[src/rtl/pipe_hazard_ctrl.sv]
// Pipeline sequencing controller for the F/D/E/W datapath.
// It handles stage enables and flushes, load-use stalls, operand forwarding and the multi-cycle unit handshake.
module pipe_hazard_ctrl #(
    parameter int R          = 5,
    parameter int MC_TIMEOUT = 64,
    parameter int CW         = 16
) (
    input  logic          clk_i,
    input  logic          rst_ni,
    input  logic          valid_d_i,
    input  logic [R-1:0]  rs_addr_d_i,
    input  logic [R-1:0]  rt_addr_d_i,
    input  logic          rs_used_d_i,
    input  logic          rt_used_d_i,
    input  logic [R-1:0]  rd_addr_e_i,
    input  logic          rd_we_e_i,
    input  logic          is_load_e_i,
    input  logic          mc_op_e_i,
    input  logic [R-1:0]  rd_addr_w_i,
    input  logic          rd_we_w_i,
    input  logic          branch_taken_e_i,
    input  logic          mc_done_i,
    output logic          en_f_o,
    output logic          en_d_o,
    output logic          en_e_o,
    output logic          flush_d_o,
    output logic          flush_e_o,
    output logic [1:0]    fwd_rs_o,
    output logic [1:0]    fwd_rt_o,
    output logic          mc_start_o,
    output logic          mc_busy_o,
    output logic          mc_err_o,
    output logic [CW-1:0] stall_cnt_o
);

    localparam int TW = $clog2(MC_TIMEOUT + 1);

    typedef enum logic [1:0] {
        RUN     = 2'd0,
        MC_WAIT = 2'd1,
        DONE    = 2'd2
    } state_t;

    state_t        state_q, state_d;
    logic [TW-1:0] timer_q, timer_d;
    logic          mcErr_q, mcErr_d;
    logic [CW-1:0] stallCnt_q;

    logic eWrites, wWrites;
    logic matchRsE, matchRtE, matchRsW, matchRtW;
    logic loadUse;

    // Register 0 is hardwired zero, so a write to it never produces a hazard or a forward.
    assign eWrites  = rd_we_e_i && (rd_addr_e_i != '0);
    assign wWrites  = rd_we_w_i && (rd_addr_w_i != '0);
    assign matchRsE = eWrites && (rd_addr_e_i == rs_addr_d_i);
    assign matchRtE = eWrites && (rd_addr_e_i == rt_addr_d_i);
    assign matchRsW = wWrites && (rd_addr_w_i == rs_addr_d_i);
    assign matchRtW = wWrites && (rd_addr_w_i == rt_addr_d_i);

    assign loadUse = valid_d_i && is_load_e_i &&
                     ((rs_used_d_i && matchRsE) || (rt_used_d_i && matchRtE));

    always_comb begin
        fwd_rs_o = 2'b00;
        fwd_rt_o = 2'b00;
        if (matchRsE && !is_load_e_i) begin
            fwd_rs_o = 2'b01;
        end else if (matchRsW) begin
            fwd_rs_o = 2'b10;
        end
        if (matchRtE && !is_load_e_i) begin
            fwd_rt_o = 2'b01;
        end else if (matchRtW) begin
            fwd_rt_o = 2'b10;
        end
    end

    always_comb begin
        state_d    = state_q;
        timer_d    = timer_q;
        mcErr_d    = mcErr_q;
        en_f_o     = 1'b1;
        en_d_o     = 1'b1;
        en_e_o     = 1'b1;
        flush_d_o  = 1'b0;
        flush_e_o  = 1'b0;
        mc_start_o = 1'b0;
        mc_busy_o  = 1'b0;
        unique case (state_q)
            MC_WAIT: begin
                mc_busy_o = 1'b1;
                en_f_o    = 1'b0;
                en_d_o    = 1'b0;
                en_e_o    = 1'b0;
                timer_d   = timer_q + TW'(1);
                // A done arriving on the timeout cycle wins, so no error is flagged.
                if (mc_done_i) begin
                    state_d = DONE;
                end else if (timer_q == TW'(MC_TIMEOUT - 1)) begin
                    mcErr_d = 1'b1;
                    state_d = DONE;
                end
            end
            default: begin
                state_d = RUN;
                if (branch_taken_e_i) begin
                    flush_d_o = 1'b1;
                    flush_e_o = 1'b1;
                end else if (mc_op_e_i && (state_q == RUN)) begin
                    mc_start_o = 1'b1;
                    en_f_o     = 1'b0;
                    en_d_o     = 1'b0;
                    en_e_o     = 1'b0;
                    timer_d    = '0;
                    state_d    = MC_WAIT;
                end else if (loadUse) begin
                    en_f_o    = 1'b0;
                    en_d_o    = 1'b0;
                    flush_e_o = 1'b1;
                end
            end
        endcase
    end

    always_ff @(posedge clk_i or negedge rst_ni) begin
        if (!rst_ni) begin
            state_q <= RUN;
            timer_q <= '0;
            mcErr_q <= 1'b0;
        end else begin
            state_q <= state_d;
            timer_q <= timer_d;
            mcErr_q <= mcErr_d;
        end
    end

    always_ff @(posedge clk_i or negedge rst_ni) begin
        if (!rst_ni) begin
            stallCnt_q <= '0;
        end else if (!en_d_o && (stallCnt_q != '1)) begin
            stallCnt_q <= stallCnt_q + CW'(1);
        end
    end

    assign mc_err_o    = mcErr_q;
    assign stall_cnt_o = stallCnt_q;

endmodule
[config.mk]
export PLATFORM = sky130hd
export DESIGN_NAME = pipe_hazard_ctrl
export DESIGN_NICKNAME = d
export VERILOG_FILES = /design/src/rtl/pipe_hazard_ctrl.sv
export SDC_FILE = /design/constraint.sdc
export NUM_CORES = 1
export LEC_CHECK = 0
export ABC_CLOCK_PERIOD_IN_PS = 3740
export BUFFER_PORTS_ARGS = -buffer_cell sky130_fd_sc_hd__buf_2
export CAP_MARGIN = 10
export CELL_PAD_IN_SITES_DETAIL_PLACEMENT = 0
export CELL_PAD_IN_SITES_GLOBAL_PLACEMENT = 2
export CORE_ASPECT_RATIO = 0.5
export CORE_MARGIN = 2
export CORE_UTILIZATION = 31
export CTS_CLUSTER_SIZE = 10
export DETAILED_ROUTE_END_ITERATION = 10
export PLACE_DENSITY = 0.88
export RECOVER_POWER = 50
export SLEW_MARGIN = 20
export SYNTH_ARGS = -nofsm -noshare
export SYNTH_HDL_FRONTEND = slang
export SYNTH_SLANG_ARGS = --single-unit
[constraint.sdc]
create_clock -name clk_i -period 3.74 [get_ports clk_i]
set_input_delay 0.187 -clock clk_i [delete_from_list [all_inputs] [get_ports clk_i]]
set_output_delay 0.187 -clock clk_i [all_outputs]
set_load 0.05 [all_outputs]
==> impl_metrics.ini <==
[clock_tree]
cts_tree = built
clk_pin_slew_ns = 0.09
htreeDepth = 1
cts_sinks = 26
cts_made_buffers = 3
cts_resized = 0
clock_path_buffers = 2
cts_setup_buffers = 0
clkLatencyLatePin_ns = 0.27
root_buffer = clkbuf_8

[floorplanning]
die_area_um2 = 5600
die_h_um = 53.9
die_x_um = 104
rows = 18
initial_core_util = 0.318
num_io_pins = 59
core_um2 = 4860

[logic_synthesis]
syn_area_per_cell_um2 = 10.1
ys_ff_latch = 26
syn-num-nets = 186
yosysSeqAreaShare = 0.421
synth_cell_types = 38
synthCells = 153
yosysWarnings = 0
syn_area_um2 = 1550

[cells_and_area]
nFillCells = 513
insertedDiodeCount = 0
final_util = 0.403
stdcell_area_um2 = 1960
final_common_cell = buf_2
nets = 246
drive_gt1_frac = 0.274
synthToLayoutAreaGrowth_pct = 26.8
final_cell_mix = 45 x buf_2, 26 x dfrtp_1, 23 x xnor2_1, 14 x nand2_1, 13 x clkbuf_1

[sta]
fmax_mhz = 422
slew_headroom = 0.0585
fin_crit_ns = 2.37
hold_viol = 0
setup_viol = 0
holdWs_ns = 0.130
tns_ns = 0
tightest_slew_ns = 1.41
skew_ns = 0.00272
rsz0062_at_grt = no
slew_viol_final = 0
finalCritPeriodShare = 0.634

[critical_path]
crit_family = simple AND/OR/NAND/NOR gates
slowest_delay_ns = 0.54
crit_buf_inv = 0
cp-start-kind = flip-flop
arrival_ns = 2.53
worst-r2r-setup-slack_ns = 1.37
crit_type = reg2reg
cp_data_required_time_ns = 3.90
cp-end-kind = flip-flop
cpMaxStageDelayCell = o31ai_4
path_cells = ha_1, and3_1, and3_1, and4_1, o31ai_4, mux2_2
cp_max_fo = 16
path_common_cell = and3_1

[placed_design]
post_dp_cell_area_um2 = 1900
routabilityCongestion = 0.759
dpl.hpwl_mm = 2.74
port_buffers = 58

[grt]
antenna_found_initial = 0
grt.total_usage = 0.120
grt_pass1_vias = 1230
grt_max_degree = 27
grt_pass1_wl_mm = 5.42
grt_overflow_total = 0

[routing]
vias = 1361
wl_per_cell_um = 12.1
drt_iter0_markers = 56
first_pass_iters = 4
totalWireLength_mm = 3.40
antenna_left = 0
vias_per_cell = 4.83
drc_errors = 0

[pwr]
p_leak_nw = 0.898
power_density_nw_per_um2 = 502
peakVddDrop_v = 0.000253
p_total_mw = 0.985

[job]
maxCapViolCount = 0

[worst_hold_path]
hold_path.class = in2reg

[run_status]
outcome = finished clean
[cell usage after synthesis, drive strengths merged]
library cell / n / area (µm²)
a21boi: 1 / 7.51
or3b: 1 / 8.76
or2: 1 / 8.76
a22o: 1 / 8.76
o21a: 1 / 7.51
xor2: 12 / 105
inv: 4 / 15.0
mux2: 1 / 11.3
or4: 4 / 30.0
nor4: 4 / 31.3
and3: 7 / 45.1
or3: 1 / 6.26
o211ai: 3 / 27.5
nand2b: 1 / 6.26
and4: 2 / 17.5
clkbuf: 1 / 3.75
xnor2: 23 / 201
nand2: 14 / 52.6
nor4b: 2 / 23.8
o31ai: 4 / 43.8
ha: 2 / 25.0
a21o: 2 / 16.3
dfrtp: 26 / 651
nor3b: 1 / 7.51
nand3: 6 / 30.0
o21ai: 6 / 30.0
buf: 3 / 23.8
nand4: 11 / 68.8
nor2: 8 / 32.5
[area by class of cell]
type,instances,area (µm²),share of cell area
Tap cell,70,87.6,0.0447
Sequential cell,26,651,0.332
Multi-Input combinational cell,119,852,0.435
Inverter,4,15.0,0.00766
Timing Repair Buffer,59,284,0.145
Clock inverter,1,30.0,0.0153
Clock buffer,3,41.3,0.0211
[sequential cells by signal (all words and copies together) (netlist names)]
signal / cells
timer_q: 7
state_q: 2
stall_cnt_o: 16
mc_err_o: 1
[metrics by stage]
| step | setup WS, ns | instances |
|---|---|---|
| 2_1_floorplan | 0.219 | 153 |
| 3_3_place_gp | 1.44 | 277 |
| 3_5_place_dp | 1.38 | 277 |
| 4_1_cts | 1.36 | 282 |
| 5_1_grt | 1.26 | 282 |
| 6_report | 1.37 | 282 |
[per-layer routing]
layer | global-route usage | routed length [µm] | vias to the layer above
li1 | - | - | 666
met1 | 0.144 | 1500 | 636
met2 | 0.227 | 1650 | 59
met3 | 0.0315 | 247 | 0
met4 | 0.0225 | 0 | 0
met5 | 0 | 0 | -
[report_power, final]
part / switching [mW] / internal [mW] / total, mW
Combinational: 0.257 / 0.109 / 0.366
Sequential: 0.0590 / 0.329 / 0.388
Clock: 0.0876 / 0.143 / 0.231
[kinds of logic (layout without fill, tap and decap cells)]
logic type               count (synthesis)  in the layout  synth area share
buffers and inverters                    8             67            0.0275
AO/OA/AOI/OAI                           18             18            0.0914
flip-flops                              26             26             0.421
adder cells (fa/ha/maj)                  2              2            0.0162
XOR/XNOR                                35             35             0.198
AND/OR/NAND/NOR                         63             63             0.239
multiplexers                             1              1           0.00728
[timing repair]
| action | 4_1_cts | 5_1_grt |
|---|---|---|
| hold endpoints to repair | 26 | 0 |
| hold buffers | 1 | 0 |
| setup endpoints to repair | 0 | 0 |
[final timing paths]
path / depth (start not counted) / start / endpoint
worst max-delay path: 6 / stall_cnt_o[0] / stall_cnt_o[1]
worst min-delay path: 2 / mc_done_i / state_q[0]
worst max register to register: 6 / stall_cnt_o[0] / stall_cnt_o[1]
worst min register to register: 1 / mc_err_o / mc_err_o
max in group asynchronous: 2 / rst_ni / stall_cnt_o[13]
min in group asynchronous: 2 / rst_ni / timer_q[6]
Power figures use the tool's default switching activity.
